## src/rtl/mdu_iter.sv

```systemverilog
// Iterative multiply/divide unit owning HI/LO for the execute stage.
// Define MDU_MADD_EN to enable MADD/MADDU accumulate ops (6/7); otherwise they are ignored.
module mdu_iter #(
  parameter int unsigned MUL_CYCLES = 5
) (
  input  logic        clk,
  input  logic        rst_n,
  input  logic        start,
  input  logic [2:0]  op,
  input  logic [31:0] a,
  input  logic [31:0] b,
  input  logic        flush,
  output logic        busy,
  output logic [31:0] hi,
  output logic [31:0] lo
);

  localparam int unsigned XLEN  = 32;
  localparam int unsigned DLEN  = 2 * XLEN;
  localparam int unsigned CNT_W = 6;
  localparam int unsigned DIV_ITERS = XLEN;

  localparam logic [2:0] OP_MULT  = 3'd0;
  localparam logic [2:0] OP_MULTU = 3'd1;
  localparam logic [2:0] OP_DIV   = 3'd2;
  localparam logic [2:0] OP_DIVU  = 3'd3;
  localparam logic [2:0] OP_MTHI  = 3'd4;
  localparam logic [2:0] OP_MTLO  = 3'd5;
`ifdef MDU_MADD_EN
  localparam logic [2:0] OP_MADD  = 3'd6;
  localparam logic [2:0] OP_MADDU = 3'd7;
`endif

  typedef enum logic [1:0] {
    S_IDLE = 2'd0,
    S_MUL  = 2'd1,
    S_DIV  = 2'd2
  } state_t;

  state_t            r_state;
  logic [CNT_W-1:0]  r_cnt;
  logic [DLEN-1:0]   r_prod;
  logic [XLEN-1:0]   r_hi;
  logic [XLEN-1:0]   r_lo;
  logic [XLEN-1:0]   r_quo;
  logic [XLEN-1:0]   r_rem;
  logic [XLEN-1:0]   r_dvs;
  logic              r_q_neg;
  logic              r_r_neg;
  logic              r_dz;
`ifdef MDU_MADD_EN
  logic              r_madd;
`endif

  logic              w_accept;
  logic              w_is_mul;
  logic              w_is_div;
  logic              w_signed;
  logic [DLEN-1:0]   w_a_ext;
  logic [DLEN-1:0]   w_b_ext;
  logic [DLEN-1:0]   w_prod;
  logic [DLEN-1:0]   w_mul_res;
  logic [XLEN-1:0]   w_a_mag;
  logic [XLEN-1:0]   w_b_mag;
  logic [XLEN:0]     w_shift;
  logic              w_ge;
  logic [XLEN-1:0]   w_diff;
  logic [XLEN-1:0]   w_rem_nx;
  logic [XLEN-1:0]   w_quo_nx;
  logic [XLEN-1:0]   w_q_fin;
  logic [XLEN-1:0]   w_r_fin;

  assign busy = (r_state != S_IDLE);
  assign hi   = r_hi;
  assign lo   = r_lo;

  // Flush in IDLE blocks every acceptance, including MTHI/MTLO.
  assign w_accept = start & ~flush & (r_state == S_IDLE);
  assign w_signed = ~op[0];

  always_comb begin
    w_is_mul = 1'b0;
    w_is_div = 1'b0;
    case (op)
      OP_MULT, OP_MULTU: w_is_mul = 1'b1;
`ifdef MDU_MADD_EN
      OP_MADD, OP_MADDU: w_is_mul = 1'b1;
`endif
      OP_DIV, OP_DIVU:   w_is_div = 1'b1;
      default:           ;
    endcase
  end

  // Low 64 bits of the extended product are correct for both signednesses.
  assign w_a_ext = w_signed ? {{XLEN{a[XLEN-1]}}, a} : {{XLEN{1'b0}}, a};
  assign w_b_ext = w_signed ? {{XLEN{b[XLEN-1]}}, b} : {{XLEN{1'b0}}, b};
  assign w_prod  = w_a_ext * w_b_ext;

  assign w_a_mag = (w_signed & a[XLEN-1]) ? (XLEN'(0) - a) : a;
  assign w_b_mag = (w_signed & b[XLEN-1]) ? (XLEN'(0) - b) : b;

  // One restoring step: shift next dividend bit into the partial remainder.
  assign w_shift  = {r_rem, r_quo[XLEN-1]};
  assign w_ge     = (w_shift >= {1'b0, r_dvs});
  assign w_diff   = w_shift[XLEN-1:0] - r_dvs;
  assign w_rem_nx = w_ge ? w_diff : w_shift[XLEN-1:0];
  assign w_quo_nx = {r_quo[XLEN-2:0], w_ge};
  assign w_q_fin  = r_q_neg ? (XLEN'(0) - w_quo_nx) : w_quo_nx;
  assign w_r_fin  = r_r_neg ? (XLEN'(0) - w_rem_nx) : w_rem_nx;

`ifdef MDU_MADD_EN
  // Accumulate reads HI/LO at completion, not at acceptance.
  assign w_mul_res = r_madd ? ({r_hi, r_lo} + r_prod) : r_prod;
`else
  assign w_mul_res = r_prod;
`endif

  always_ff @(posedge clk or negedge rst_n) begin
    if (!rst_n) begin
      r_state <= S_IDLE;
      r_cnt   <= '0;
      r_prod  <= '0;
      r_hi    <= '0;
      r_lo    <= '0;
      r_quo   <= '0;
      r_rem   <= '0;
      r_dvs   <= '0;
      r_q_neg <= 1'b0;
      r_r_neg <= 1'b0;
      r_dz    <= 1'b0;
`ifdef MDU_MADD_EN
      r_madd  <= 1'b0;
`endif
    end else begin
      case (r_state)
        S_IDLE: begin
          if (w_accept) begin
            if (w_is_mul) begin
              r_prod  <= w_prod;
              r_cnt   <= CNT_W'(MUL_CYCLES - 1);
              r_state <= S_MUL;
`ifdef MDU_MADD_EN
              r_madd  <= op[2];
`endif
            end else if (w_is_div) begin
              r_quo   <= w_a_mag;
              r_rem   <= '0;
              r_dvs   <= w_b_mag;
              r_q_neg <= w_signed & (a[XLEN-1] ^ b[XLEN-1]);
              r_r_neg <= w_signed & a[XLEN-1];
              r_dz    <= (b == '0);
              r_cnt   <= CNT_W'(DIV_ITERS - 1);
              r_state <= S_DIV;
            end else if (op == OP_MTHI) begin
              r_hi <= a;
            end else if (op == OP_MTLO) begin
              r_lo <= a;
            end
          end
        end
        S_MUL: begin
          if (flush) begin
            r_state <= S_IDLE;
            r_cnt   <= '0;
          end else if (r_cnt == '0) begin
            {r_hi, r_lo} <= w_mul_res;
            r_state      <= S_IDLE;
          end else begin
            r_cnt <= r_cnt - CNT_W'(1);
          end
        end
        S_DIV: begin
          if (flush) begin
            r_state <= S_IDLE;
            r_cnt   <= '0;
          end else begin
            r_rem <= w_rem_nx;
            r_quo <= w_quo_nx;
            if (r_cnt == '0) begin
              // Divide by zero: all-ones quotient, remainder equals the dividend.
              r_lo    <= r_dz ? '1 : w_q_fin;
              r_hi    <= w_r_fin;
              r_state <= S_IDLE;
            end else begin
              r_cnt <= r_cnt - CNT_W'(1);
            end
          end
        end
        default: begin
          r_state <= S_IDLE;
          r_cnt   <= '0;
        end
      endcase
    end
  end

endmodule

```

## config.mk

```make
export PLATFORM = sky130hd
export DESIGN_NAME = mdu_iter
export DESIGN_NICKNAME = d
export VERILOG_FILES = /design/src/rtl/mdu_iter.sv
export SDC_FILE = /design/constraint.sdc
export NUM_CORES = 2
export LEC_CHECK = 0
export ABC_AREA = 1
export CAP_MARGIN = 20
export CORE_UTILIZATION = 47
export CTS_CLUSTER_DIAMETER = 60
export DETAILED_ROUTE_END_ITERATION = 8
export GPL_TIMING_DRIVEN = 0
export PLACE_DENSITY = 0.66
export SLEW_MARGIN = 10
export SYNTH_ARGS = -nofsm -noshare
export SYNTH_HDL_FRONTEND = slang
export SYNTH_SLANG_ARGS = --single-unit
```

## constraint.sdc

```tcl
create_clock -name clk -period 9.02 [get_ports clk]
set_clock_uncertainty 0.15 [all_clocks]
set_input_delay 1.804 -clock clk [delete_from_list [all_inputs] [get_ports clk]]
set_output_delay 1.804 -clock clk [all_outputs]
set_load 0.005 [all_outputs]
```

# Yosys cells after proc, flatten, opt, wreduce, memory -nomap -nowiden
# Index checks and enable logic that the tools add are counted.
[word_totals] word_cells=117 output_inout_bits=65 register_bits=235 in_bits=71
[op_classes] n_reduce_logical=17 n_eq_ne=21 n_addsub=6 multipliers=1 magnitude_cmp=1 mux=51 n_bitwise=9
[ops] op="32-bit 2-to-1 mux" n=31
[ops] op="32-bit one-hot mux with 3 select lines" n=2
[ops] op="64-bit 2-to-1 mux" n=2
[ops] op="32-bit one-hot mux with 2 select lines" n=2
[ops] op="1-bit by 32-bit subtractor with 32-bit output (first input constant)" n=4
[ops] op="64-bit by 64-bit multiplier with 64-bit output" n=1
[ops] op="33-bit by 32-bit greater-or-equal comparator with 1-bit output" n=1
[ops] op="32-bit zero test" n=1
[ops] op="32-bit subtractor" n=1
[ops] op="6-bit 2-to-1 mux" n=5
[ops] op="2-bit inequality test (second input constant)" n=9
[ops] op="6-bit one-hot mux with 2 select lines" n=1
[ops] op="2-bit 2-to-1 mux" n=5
[ops] op="10-bit AND reduction" n=1
[ops] op="3-bit AND reduction" n=3
[ops] op="9-bit AND reduction" n=1
[ops] op="3-bit by 2-bit == test with 1-bit output (second input constant)" n=2
[ops] op="3-bit == test (second input constant)" n=2
[ops] op="6-bit zero test" n=1
[ops] op="3-bit inequality test (second input constant)" n=2
[ops] op="2-bit OR reduction" n=3
[ops] op="6-bit by 1-bit subtractor with 6-bit output (second input constant)" n=1
[ops] op="1-bit bitwise AND" n=5
[ops] op="5-bit AND reduction" n=1
[ops] op="other kinds (14)" n=19

# Depth between registers and ports, before layout
[depth] word_depth=7 depth_mapped=41 mapped_depth_nobuf=39

# Least setup slack after synthesis
# Ideal clock, no wire load.
[synth_timing] path_kind="input -> register" startpoint="in op[0]" endpoint="reg r_prod[63]" required_ns=8.788 arrival_ns=10.824 stages=35 path_buffers=4 slack_ns=-2.035 setup_ns=0.082 path_cell_list="clkbuf_1 -> clkbuf_1 -> buf_1 -> buf_1 -> nor2_1 -> fa_1 -> inv_1 -> fa_1 -> inv_1 -> fa_1 -> inv_1 -> fa_1 -> inv_1 -> fa_1 -> inv_1 -> fa_1 -> inv_1 -> fa_1 -> inv_1 -> fa_1 -> inv_1 -> fa_1 -> inv_1 -> fa_1 -> inv_1 -> ha_1 -> nand2_1 -> nor3_1 -> nand2_1 -> inv_1 -> nand2_1 -> nor4_1 -> a21oi_1 -> or2_2 -> a31oi_1"
[synth_via] elab_chain_cells=4 elab_cells_between_ends=8 classes_between="mul: 1; eq/ne: 1; mux: 3; reduce/logical: 3"
[synth_lines] element="from (decl)" line="9" text="input logic [2:0] op,"
[synth_lines] element="branches (longest 4 deep; another with 64-bit by 64-bit multiplier with 64-bit output)"
[synth_lines] element="to (signal assigned)" line="139" text="r_prod <= w_prod;"
[synth_lines] element="to (decl)" line="42" text="logic [DLEN-1:0] r_prod;"
# Several ways; the timed one is not identified.
# A chain may end at the register's enable or synchronous reset.

# Final worst setup path
[layout_timing] startpoint="in op[0]" endpoint="reg r_prod[52]"
# Same word-level chain as after synthesis.

==> reports/results.ini <==
[run_status]
status=finished, violations left
violations=setup timing

[sta]
rsz0062_at_grt=yes
layout_setup_ws_ps=-934.9
post-route-min-period_ps=9955
slew_violations=0
setup_viol=30
tns_ps=-13820
fmax_mhz=100.5
period_share=1.104
relSlewSlack=0.1778
tightest_slew_ps=1229
hold_violations=0

[die]
die_height_um=376.8
ios=136
start_util=0.4737
coreArea_mm2=0.1394
die_w_um=376.8
die_area_mm2=0.1420
fp-row-count=137

[grt]
grt_max_degree=103
grt_pass1_wl_um=411600
grt_pass1_vias=61160
grt_overflow_total=0
antenna_found_initial=21
grt.total_usage=0.4097

[routing]
vias=59100
wirelength_um=287300
vias_per_cell=5.506
antenna_left=0
drc=0
drtIter0Drc=6592
first_pass_iters=6
wl_per_cell_um=26.77

[clock_network]
cts.sinks=235
cts_root_buf=clkbuf_16
clk_path_buf_depth=3
ctsHoldBuffers=0
h-tree-depth=1
clkTransAtPathRegs_ps=70
clk_latency_ps=610
tritoncts.num_buffers=29
cts_tree=yes

[yosys]
ys_ff_latch=235
syn_avg_cell_area_um2=7.780
async_reset_ff_frac=1.000
mappedNetlistArea_mm2=0.06602
ys.flop_type=dfrtp_1
synthCells=8486
synth_warnings=0
postSynthNetCount=10330
ys_seq_area_frac=0.08908
synth_edf_count=0
yosysUniqueCellTypes=63

[critical_path]
worst_setup_path_start_kind=input port
required_ps=9370
critPathSlowestCell=fa_1
reg2reg_depth=26
critical_path_class=input port to flop
slowest_delay_ps=560
cpMostUsedCell=fa_1
cp_max_fo=6
end_kind=flop
crit_arrival_ps=10300

[cells_and_area]
drive_above_1_share=0.1451
n_fill_cell=13010
syn_to_final_growth_pct=17.69
fin_nets=10670

[min_path]
min_path_type=flop to flop
hold_path_depth=2

[run]
drv_cap=0

[placed_design]
place_congestion=1.064
post-dp-hpwl_um=239000
numPortBuffers=79

## cells by family after synthesis
group | synth area share
adder cells (fa/ha/maj) | 0.4970
flip-flops | 0.08908
AO/OA/AOI/OAI | 0.06099
XOR/XNOR | 0.01831
AND/OR/NAND/NOR | 0.1676
buffers and inverters | 0.1670
## sequential cells by signal, summed over array words and instances (netlist names)
register and flops:
r_dvs 32, r_rem 32, r_r_neg 1, r_q_neg 1
r_cnt 6, hi 32, r_dz 1, r_state 2
lo 32, r_quo 32, r_prod 64
## repair_timing
| item | in CTS | in global routing |
|---|---|---|
| endpoints found under the setup margin | 54 | 44 |
| setup buffers | 154 | 74 |
| pin swaps | 193 | 211 |
| gates resized for setup | 1017 | 406 |
## worst max-delay path, delay by kind of cell
family / cells / cell delay (ps)
adders and majority gates: 11 / 5280
buffers and inverters: 15 / 1590
AOI/OAI and AO/OA: 6 / 900
and+or+nand+nor: 6 / 640
## final timing paths
path	startpoint	to	slack, ps
min reg2reg	r_dvs[23]	r_dvs[23]	340
max reg2reg	r_rem[15]	lo[30]	3240
max	op[0]	r_prod[52]	-930
min	r_dvs[23]	r_dvs[23]	340
min in group asynchronous	rst_n	r_dvs[20]	920
max in group asynchronous	rst_n	r_quo[19]	6450
## cells in the final DEF (no fill, tap or decap), types with 34 or more instances in the layout
master | synthesis | layout
clkbuf_16 | 0 | 69
buf_4 | 1 | 203
buf_8 | 1 | 35
or2_2 | 57 | 39
nor2_2 | 7 | 36
o22ai_1 | 37 | 37
nand2_2 | 23 | 63
dfrtp_1 | 235 | 235
clkdlybuf4s50_1 | 0 | 69
ha_1 | 357 | 302
clkbuf_8 | 0 | 59
buf_6 | 6 | 62
xnor2_1 | 57 | 53
nor2_4 | 6 | 56
fa_2 | 0 | 123
o21ai_1 | 22 | 44
inv_2 | 9 | 110
a21oi_2 | 4 | 52
nand2_1 | 1935 | 1882
clkbuf_1 | 273 | 84
clkbuf_2 | 0 | 35
nor3_1 | 43 | 34
xor2_1 | 81 | 77
inv_1 | 2541 | 2428
a21oi_1 | 200 | 133
nor2_1 | 383 | 304
o21ai_0 | 261 | 212
fa_1 | 1416 | 1293
ha_4 | 0 | 49
nand3_1 | 197 | 175
## metal layers
| metal | GRT usage | vias to the layer above | share of wire |
|---|---|---|---|
| met5 | 0 | - | 0.00022 |
| met4 | 0.2854 | 10 | 0.094 |
| met3 | 0.1001 | 1003 | 0.12 |
| met2 | 0.6288 | 3544 | 0.43 |
| met1 | 0.5086 | 29540 | 0.36 |
| li1 | - | 25010 | - |
## stage by stage
stage / worst slack (ps) / std cells / cell area (um^2) / utilization / hold WS [ps]
floorplan: -1007 / 8486 / 66830 / - / 292.2
global placement: -4573 / 10440 / 69970 / 0.5021 / 313.4
detailed placement: -4372 / 10460 / 70260 / 0.5042 / 321.2
CTS: -805.6 / 10660 / 75880 / 0.5445 / 338.0
global route: -1082 / 10730 / 77680 / 0.5574 / 353.8
finish: -934.9 / 10730 / 77700 / 0.5575 / 336.8
## layout make-up
| type | count | area, um^2 | share of cell area |
|---|---|---|---|
| clock buffers | 37 | 815.8 | 0.01050 |
| diodes | 8 | 20.02 | 0.0002577 |
| multi-input cells | 5333 | 51950 | 0.6686 |
| repair buffers | 315 | 3009 | 0.03873 |
| plain buffers | 361 | 3841 | 0.04944 |
| clock inverters | 16 | 215.2 | 0.002770 |
| well taps | 1876 | 2347 | 0.03021 |
| flip-flops and latches | 235 | 5881 | 0.07569 |
| inverters | 2553 | 9619 | 0.1238 |
## cells in the mapped netlist (all sizes together), types with 11 or more instances
master   instances  area [um^2]
inv           2550         9572
nand2         1964         7475
fa            1416        28350
nor2           396         1549
ha             357         4467
o21ai          288         1475
clkbuf         273         1025
dfrtp          235         5881
a21oi          204         1036
nand3          204         1056
buf             92        419.1
xor2            81        709.4
or2             58        362.8
xnor2           57        499.2
nor3            46        245.2
o22ai           37        231.5
a31oi           36        225.2
a21boi          31        232.7
nand4           29        196.4
o221ai          19        166.4
o211ai          18        135.1
nor4            15        93.84
o21bai          12        90.09
a2bb2oi         11        96.34
o21a            11        82.58
Power is not shown: default switching activity piles up to over one toggle a cycle in this logic, so the estimate is an artifact.
